### src/rtl/sme_bank_seq_pkg.sv
// Shared types for the SME share-bank save/restore sequencer.
package sme_bank_seq_pkg;

  localparam int SME_NREGS = 16;

  typedef enum logic [2:0] {
    SEQ_IDLE,
    SEQ_SAVE_REQ,
    SEQ_SAVE_RSP,
    SEQ_LOAD_REQ,
    SEQ_LOAD_RSP,
    SEQ_FIN
  } sme_seq_state_t;

endpackage

### src/rtl/sme_bank_seq_if.sv
// Control, bank load/store and memory-port signals of the bank sequencer.
interface sme_bank_seq_if #(
  parameter int XLEN = 32
);
  logic            start_save;
  logic            start_restore;
  logic            abort;
  logic [XLEN-1:0] base_addr;
  logic [3:0]      smectl_d;
  logic            busy;
  logic            done;
  logic            err;
  logic            aborted;

  logic [3:0]      bank_sel;
  logic            bank_read;
  logic [3:0]      bank_raddr;
  logic [XLEN-1:0] bank_rdata;
  logic            bank_wen;
  logic [3:0]      bank_waddr;
  logic [XLEN-1:0] bank_wdata;

  logic            mem_req;
  logic            mem_gnt;
  logic            mem_wen;
  logic [XLEN-1:0] mem_addr;
  logic [XLEN-1:0] mem_wdata;
  logic            mem_rsp_valid;
  logic            mem_rsp_err;
  logic [XLEN-1:0] mem_rdata;

  modport master (
    input  start_save, start_restore, abort, base_addr, smectl_d,
    input  bank_rdata, mem_gnt, mem_rsp_valid, mem_rsp_err, mem_rdata,
    output busy, done, err, aborted,
    output bank_sel, bank_read, bank_raddr, bank_wen, bank_waddr, bank_wdata,
    output mem_req, mem_wen, mem_addr, mem_wdata
  );

  modport slave (
    output start_save, start_restore, abort, base_addr, smectl_d,
    output bank_rdata, mem_gnt, mem_rsp_valid, mem_rsp_err, mem_rdata,
    input  busy, done, err, aborted,
    input  bank_sel, bank_read, bank_raddr, bank_wen, bank_waddr, bank_wdata,
    input  mem_req, mem_wen, mem_addr, mem_wdata
  );
endinterface

### src/rtl/sme_bank_seq.sv
// Walks the 16 registers of share banks 1..nbanks, storing them to or loading them
// from memory one word at a time over a req/gnt port with a single outstanding access.
//   state    | meaning
//   IDLE     | waiting for start_save / start_restore
//   SAVE_REQ | store request held until granted (bank read same cycle)
//   SAVE_RSP | waiting for store response
//   LOAD_REQ | load request held until granted
//   LOAD_RSP | waiting for load data, written to the bank on arrival
//   FIN      | done pulse (err valid), back to IDLE
module sme_bank_seq
  import sme_bank_seq_pkg::*;
#(
  parameter int XLEN = 32,
  parameter int SMAX = 4
) (
  input  logic           g_clk,
  input  logic           g_reset,
  sme_bank_seq_if.master bus
);

  localparam logic [3:0]      MAX_BANK  = 4'(SMAX - 1);
  localparam logic [3:0]      LAST_REG  = 4'(SME_NREGS - 1);
  localparam logic [XLEN-1:0] WORD_MASK = {{(XLEN-2){1'b1}}, 2'b00};

  sme_seq_state_t  r_state, w_state_nxt;
  logic [3:0]      r_reg, r_bank, r_nbanks;
  logic [XLEN-1:0] r_base;
  logic            r_err, r_abort_pend;

  logic [3:0]      w_nbanks;
  logic            w_start, w_last, w_advance, w_err_set, w_abort_set;
  logic [XLEN-1:0] w_idx, w_addr;

  logic            w_done, w_err, w_aborted;
  logic [3:0]      w_bank_sel, w_bank_raddr, w_bank_waddr;
  logic            w_bank_read, w_bank_wen;
  logic [XLEN-1:0] w_bank_wdata;
  logic            w_mem_req, w_mem_wen;
  logic [XLEN-1:0] w_mem_addr, w_mem_wdata;

  assign w_nbanks = (bus.smectl_d > MAX_BANK) ? MAX_BANK : bus.smectl_d;
  assign w_start  = (r_state == SEQ_IDLE) && (bus.start_save || bus.start_restore);
  assign w_last   = (r_reg == LAST_REG) && (r_bank == r_nbanks);
  // Word index (bank-1)*16+reg is just the concatenation of the two counters.
  assign w_idx    = XLEN'({r_bank - 4'd1, r_reg});
  assign w_addr   = (r_base & WORD_MASK) + (w_idx << 2);

  always_ff @(posedge g_clk) begin
    if (g_reset) begin
      r_state <= SEQ_IDLE;
    end else begin
      r_state <= w_state_nxt;
    end
  end

  always_ff @(posedge g_clk) begin
    if (g_reset) begin
      r_reg        <= '0;
      r_bank       <= '0;
      r_nbanks     <= '0;
      r_base       <= '0;
      r_err        <= 1'b0;
      r_abort_pend <= 1'b0;
    end else if (w_start) begin
      r_reg        <= '0;
      r_bank       <= 4'd1;
      r_nbanks     <= w_nbanks;
      r_base       <= bus.base_addr;
      r_err        <= 1'b0;
      r_abort_pend <= 1'b0;
    end else begin
      if (w_advance) begin
        if (r_reg == LAST_REG) begin
          r_reg  <= '0;
          r_bank <= r_bank + 4'd1;
        end else begin
          r_reg <= r_reg + 4'd1;
        end
      end
      if (w_err_set) begin
        r_err <= 1'b1;
      end
      if (w_abort_set) begin
        r_abort_pend <= 1'b1;
      end
    end
  end

  always_comb begin
    w_state_nxt  = r_state;
    w_advance    = 1'b0;
    w_err_set    = 1'b0;
    w_abort_set  = 1'b0;
    w_done       = 1'b0;
    w_err        = 1'b0;
    w_aborted    = 1'b0;
    w_bank_sel   = '0;
    w_bank_read  = 1'b0;
    w_bank_raddr = '0;
    w_bank_wen   = 1'b0;
    w_bank_waddr = '0;
    w_bank_wdata = '0;
    w_mem_req    = 1'b0;
    w_mem_wen    = 1'b0;
    w_mem_addr   = '0;
    w_mem_wdata  = '0;

    unique case (r_state)
      SEQ_IDLE: begin
        if (bus.start_save) begin
          w_state_nxt = (w_nbanks == 4'd0) ? SEQ_FIN : SEQ_SAVE_REQ;
        end else if (bus.start_restore) begin
          w_state_nxt = (w_nbanks == 4'd0) ? SEQ_FIN : SEQ_LOAD_REQ;
        end
      end

      SEQ_SAVE_REQ, SEQ_LOAD_REQ: begin
        w_mem_req  = 1'b1;
        w_mem_wen  = (r_state == SEQ_SAVE_REQ);
        w_mem_addr = w_addr;
        w_bank_sel = r_bank;
        if (r_state == SEQ_SAVE_REQ) begin
          w_bank_read  = 1'b1;
          w_bank_raddr = r_reg;
          w_mem_wdata  = bus.bank_rdata;
        end
        // Once granted the access is committed, so an abort must wait for its response.
        if (bus.mem_gnt) begin
          w_state_nxt = (r_state == SEQ_SAVE_REQ) ? SEQ_SAVE_RSP : SEQ_LOAD_RSP;
          w_abort_set = bus.abort;
        end else if (bus.abort) begin
          w_state_nxt = SEQ_IDLE;
          w_aborted   = 1'b1;
        end
      end

      SEQ_SAVE_RSP, SEQ_LOAD_RSP: begin
        w_bank_sel  = r_bank;
        w_abort_set = bus.abort;
        if (bus.mem_rsp_valid) begin
          if (r_abort_pend || bus.abort) begin
            w_state_nxt = SEQ_IDLE;
            w_aborted   = 1'b1;
          end else if (bus.mem_rsp_err) begin
            w_err_set   = 1'b1;
            w_state_nxt = SEQ_FIN;
          end else begin
            w_advance = 1'b1;
            if (r_state == SEQ_LOAD_RSP) begin
              w_bank_wen   = 1'b1;
              w_bank_waddr = r_reg;
              w_bank_wdata = bus.mem_rdata;
            end
            if (w_last) begin
              w_state_nxt = SEQ_FIN;
            end else begin
              w_state_nxt = (r_state == SEQ_SAVE_RSP) ? SEQ_SAVE_REQ : SEQ_LOAD_REQ;
            end
          end
        end
      end

      SEQ_FIN: begin
        w_done      = 1'b1;
        w_err       = r_err;
        w_state_nxt = SEQ_IDLE;
      end

      default: begin
        w_state_nxt = SEQ_IDLE;
      end
    endcase
  end

  assign bus.busy       = (r_state != SEQ_IDLE);
  assign bus.done       = w_done;
  assign bus.err        = w_err;
  assign bus.aborted    = w_aborted;
  assign bus.bank_sel   = w_bank_sel;
  assign bus.bank_read  = w_bank_read;
  assign bus.bank_raddr = w_bank_raddr;
  assign bus.bank_wen   = w_bank_wen;
  assign bus.bank_waddr = w_bank_waddr;
  assign bus.bank_wdata = w_bank_wdata;
  assign bus.mem_req    = w_mem_req;
  assign bus.mem_wen    = w_mem_wen;
  assign bus.mem_addr   = w_mem_addr;
  assign bus.mem_wdata  = w_mem_wdata;

endmodule

### src/flat_wrapper.sv
// flat-port wrapper written by rule: the top's interface ports become plain ports
module sme_bank_seq_flat import sme_bank_seq_pkg::*;
#(
  parameter int XLEN = 32,
  parameter int SMAX = 4
)
  (g_clk, g_reset, bus_start_save, bus_start_restore, bus_abort, bus_base_addr, bus_smectl_d, bus_bank_rdata, bus_mem_gnt, bus_mem_rsp_valid, bus_mem_rsp_err, bus_mem_rdata, bus_busy, bus_done, bus_err, bus_aborted, bus_bank_sel, bus_bank_read, bus_bank_raddr, bus_bank_wen, bus_bank_waddr, bus_bank_wdata, bus_mem_req, bus_mem_wen, bus_mem_addr, bus_mem_wdata);
  sme_bank_seq_if #(.XLEN(XLEN)) bus_i ();
  input  logic g_clk;
  input  logic g_reset;
  input wire logic [$bits(bus_i.start_save)-1:0] bus_start_save;
  input wire logic [$bits(bus_i.start_restore)-1:0] bus_start_restore;
  input wire logic [$bits(bus_i.abort)-1:0] bus_abort;
  input wire logic [$bits(bus_i.base_addr)-1:0] bus_base_addr;
  input wire logic [$bits(bus_i.smectl_d)-1:0] bus_smectl_d;
  input wire logic [$bits(bus_i.bank_rdata)-1:0] bus_bank_rdata;
  input wire logic [$bits(bus_i.mem_gnt)-1:0] bus_mem_gnt;
  input wire logic [$bits(bus_i.mem_rsp_valid)-1:0] bus_mem_rsp_valid;
  input wire logic [$bits(bus_i.mem_rsp_err)-1:0] bus_mem_rsp_err;
  input wire logic [$bits(bus_i.mem_rdata)-1:0] bus_mem_rdata;
  output wire logic [$bits(bus_i.busy)-1:0] bus_busy;
  output wire logic [$bits(bus_i.done)-1:0] bus_done;
  output wire logic [$bits(bus_i.err)-1:0] bus_err;
  output wire logic [$bits(bus_i.aborted)-1:0] bus_aborted;
  output wire logic [$bits(bus_i.bank_sel)-1:0] bus_bank_sel;
  output wire logic [$bits(bus_i.bank_read)-1:0] bus_bank_read;
  output wire logic [$bits(bus_i.bank_raddr)-1:0] bus_bank_raddr;
  output wire logic [$bits(bus_i.bank_wen)-1:0] bus_bank_wen;
  output wire logic [$bits(bus_i.bank_waddr)-1:0] bus_bank_waddr;
  output wire logic [$bits(bus_i.bank_wdata)-1:0] bus_bank_wdata;
  output wire logic [$bits(bus_i.mem_req)-1:0] bus_mem_req;
  output wire logic [$bits(bus_i.mem_wen)-1:0] bus_mem_wen;
  output wire logic [$bits(bus_i.mem_addr)-1:0] bus_mem_addr;
  output wire logic [$bits(bus_i.mem_wdata)-1:0] bus_mem_wdata;
  assign bus_i.start_save = bus_start_save;
  assign bus_i.start_restore = bus_start_restore;
  assign bus_i.abort = bus_abort;
  assign bus_i.base_addr = bus_base_addr;
  assign bus_i.smectl_d = bus_smectl_d;
  assign bus_i.bank_rdata = bus_bank_rdata;
  assign bus_i.mem_gnt = bus_mem_gnt;
  assign bus_i.mem_rsp_valid = bus_mem_rsp_valid;
  assign bus_i.mem_rsp_err = bus_mem_rsp_err;
  assign bus_i.mem_rdata = bus_mem_rdata;
  assign bus_busy = bus_i.busy;
  assign bus_done = bus_i.done;
  assign bus_err = bus_i.err;
  assign bus_aborted = bus_i.aborted;
  assign bus_bank_sel = bus_i.bank_sel;
  assign bus_bank_read = bus_i.bank_read;
  assign bus_bank_raddr = bus_i.bank_raddr;
  assign bus_bank_wen = bus_i.bank_wen;
  assign bus_bank_waddr = bus_i.bank_waddr;
  assign bus_bank_wdata = bus_i.bank_wdata;
  assign bus_mem_req = bus_i.mem_req;
  assign bus_mem_wen = bus_i.mem_wen;
  assign bus_mem_addr = bus_i.mem_addr;
  assign bus_mem_wdata = bus_i.mem_wdata;
  sme_bank_seq #(.XLEN(XLEN), .SMAX(SMAX)) u_core (.g_clk(g_clk), .g_reset(g_reset), .bus(bus_i));
endmodule
### config.mk
export PLATFORM = sky130hd
export DESIGN_NAME = sme_bank_seq_flat
export DESIGN_NICKNAME = d
export VERILOG_FILES = /design/src/rtl/sme_bank_seq_pkg.sv /design/src/rtl/sme_bank_seq_if.sv /design/src/rtl/sme_bank_seq.sv /design/src/flat_wrapper.sv
export SDC_FILE = /design/constraint.sdc
export NUM_CORES = 1
export LEC_CHECK = 0
export CORE_MARGIN = 2
export CORE_UTILIZATION = 35
export CTS_CLUSTER_DIAMETER = 80
export CTS_CLUSTER_SIZE = 30
export DETAILED_ROUTE_END_ITERATION = 16
export GPL_ROUTABILITY_DRIVEN = 0
export PLACE_DENSITY = 0.75
export SLEW_MARGIN = 20
export SYNTH_ARGS = -nofsm -noshare
export SYNTH_HDL_FRONTEND = slang
export SYNTH_SLANG_ARGS = --single-unit
### constraint.sdc
create_clock -name g_clk -period 7.9 [get_ports g_clk]
set_input_delay 1.58 -clock g_clk [delete_from_list [all_inputs] [get_ports g_clk]]
set_output_delay 1.58 -clock g_clk [all_outputs]
set_load 0.03 [all_outputs]
==> flow_summary.yaml <==
cts:
  cts_tree: "done"
  post_cts_buffers: 0
  clock_path_buffers: 2
  ctsResizeCount: 0
  numCtsBuffers: 5
  clock-sinks: 47
  path_clk_slew_ns: 0.10
  clk_latency_ns: 0.30
  hold_buffers: 0
  clock-root-buffer: "clkbuf_8"
  h-tree-depth: 2
layout:
  final_nets: 817
  num-fill-cells: 899
  largest_reg_flops: 30
  diodes: 0
  regMostFlops: "u_core.r_base"
  stdcell_count: 830
  area.growth.synth_to_final_pct: 68.5
  drive_above_1_share_pct: 3.44
setup_path:
  cp.required_ns: 6.32
  rr_worst_depth: 7
  r2r-end: "u_core.r_state[0]"
  critPathCaptureType: "output pin"
  path_class: "primary input to output pin"
  r2r_slack_ns: 5.84
  worstReg2RegStart: "u_core.r_state[2]"
  critPathMaxFanout: 36
  critPathLaunchType: "primary input"
  crit_arrival_ns: 3.98
routing:
  drt_pre_antenna_iters: 4
  wl_per_cell_um: 15.0
  viasPerCell: 4.90
  wl_mm: 12.4
  drtIter0Drc: 109
  drc_errors: 0
  vias: 4068
  antenna_left: 0
yosys:
  ys_seq_area_share_pct: 27.2
  synth_top_flop_cell: "dfxtp_1"
  synthTopCellsByArea: "dfxtp_1, and2_1, nand2_1, a21oi_1, xor2_1"
  syn_area_um2: 3460
  synth_commonest_cells: "nand2_1, and2_1, a21oi_1"
  synth.most_common_cell: "nand2_1"
  ys_types: 52
  yosysTopAreaCell: "dfxtp_1"
  ys_ff_latch: 47
  synth_edf_count: 0
  yosysWarnings: 0
  synth_top_area_share_pct: 27.2
  synth_cells: 493
  async_flop_share_pct: 0
  syn_avg_cell_area_um2: 7.01
hold_path:
  hold_path.startpoint: "u_core.r_nbanks[3]"
  holdPathEnd: "u_core.r_nbanks[3]"
  whs_path_depth: 2
  hold_path.class: "flip-flop to flip-flop"
sta:
  final_max_slew_viol_count: 0
  final.min_clock_period_ns: 5.56
  fin_skew_ns: 0.0104
  finalHoldViolCount: 0
  worst_pin_slew_ns: 0.965
  rsz0062_at_grt: "false"
  relSlewSlack_pct: 35.6
  finalSetupTns_ns: 0
  setup_viol_count_final: 0
  max_freq_ghz: 0.180
  period_share_pct: 70.4
floorplan:
  fp-row-count: 36
  ioPinCount: 224
  dieHeight_um: 103
  core_area_um2: 9680
  initial_core_util_pct: 35.7
  die_width_um: 103
  die_area_um2: 10700
power_and_ir_drop:
  ir_drop_mv: 0.117
  p_per_area_nw_per_um2: 210
  p_leak_nw: 2.12
global_route:
  grt_max_degree: 38
  grt_antenna_before_repair: 0
  grt_remaining_overflow: 0
  grt_usage_pct: 21.0
  grt_pass1_wl_mm: 17.7
  grt_pass1_vias: 3753
placement:
  dp_hpwl_mm: 9.93
  dp_cells: 822
  io_buffer_count: 219
job:
  drv_cap: 0
run_status:
  status: "finished clean"
per-layer routing:
layer  vias to the layer above  share of wire (%)  track usage [%]
li1                       2070                  -                -
met4                         0               0.90             4.86
met1                      1875                 44             27.2
met2                       115                 51             36.9
met5                         -                  0                0
met3                         8                4.8             2.89
final cells by class:
| class | instances | area, um2 | share of cell area [%] |
|---|---|---|---|
| inverter | 12 | 45.0 | 0.774 |
| clock buffer | 5 | 68.8 | 1.18 |
| tap | 133 | 166 | 2.86 |
| clock inverter | 3 | 20.0 | 0.344 |
| sequential | 47 | 941 | 16.2 |
| timing repair buffer | 224 | 2230 | 38.3 |
| multi-input combinational | 406 | 2350 | 40.4 |
stage by stage:
stage               setup slack, ns  power [mW]  area, um2  utilization, %  hold slack, ns
global placement               2.44        1.06       5730            59.2           0.433
global route                   2.19        1.31       5820            60.1           0.479
CTS                            2.33        1.23       5820            60.1           0.451
floorplan                      3.19       0.792       3460               -           0.421
finish                         2.34        1.22       5820            60.1           0.450
detailed placement             2.35        1.08       5730            59.2           0.436
worst max-delay path, stage by stage:
cell and delay, ns:
clkdlybuf4s50_1 0.47, nor3_1 0.44, nand3_1 0.22, nor2_1 0.13, buf_4 0.27, and2_1 0.17
clkdlybuf4s50_1 0.69
cell usage in the layout, fill, tap and decap left out, types with 5 or more instances in the layout:
| master | netlist | layout |
|---|---|---|
| o21a_1 | 5 | 5 |
| dfxtp_1 | 47 | 47 |
| ha_1 | 12 | 12 |
| clkbuf_8 | 0 | 5 |
| xor2_1 | 19 | 19 |
| buf_4 | 3 | 5 |
| nor3_1 | 19 | 19 |
| a21oi_1 | 53 | 53 |
| nand3_1 | 14 | 14 |
| nor2_1 | 43 | 41 |
| nand4_1 | 5 | 5 |
| o21ai_0 | 13 | 13 |
| xnor2_1 | 5 | 5 |
| nand2_1 | 79 | 79 |
| inv_1 | 12 | 12 |
| or3_1 | 6 | 6 |
| and2_1 | 76 | 76 |
| clkdlybuf4s50_1 | 0 | 219 |
logic make-up (layout without fill, tap and decap cells):
family	count (synthesis)	in the layout	synth area share, %
AOI/OAI and AO/OA	97	97	16.3
xor gates and xnor gates	24	24	6.08
adders and majority gates	13	13	4.92
buffers and inverters	41	244	5.07
DFF	47	47	27.2
other	1	2	0.109
and+or+nand+nor	270	270	40.3
power by group:
group          leakage, nW  total (mW)  switching, mW  internal (mW)
Clock               0.0402       0.149         0.0869         0.0618
Combinational         1.69       0.742          0.442          0.300
Sequential           0.386       0.334         0.0535          0.280
Total                 2.12        1.22          0.583          0.642
worst max-delay path by stage:
stage	to	start	depth (start not counted)	slack [ns]
final	bus_bank_wdata[28]	bus_mem_rsp_err	7	2.34
after global routing	bus_mem_addr[26]	u_core.r_reg[0]	10	2.19
after CTS	bus_bank_wdata[28]	bus_mem_rsp_err	7	2.33
after detailed placement	bus_bank_wdata[28]	bus_abort	7	2.35
after global placement	bus_bank_wdata[28]	bus_mem_rsp_err	7	2.44
after floorplan	bus_bank_wdata[22]	bus_mem_rsp_err	5	3.19
No activity file was read; power rests on OpenSTA's default activity.
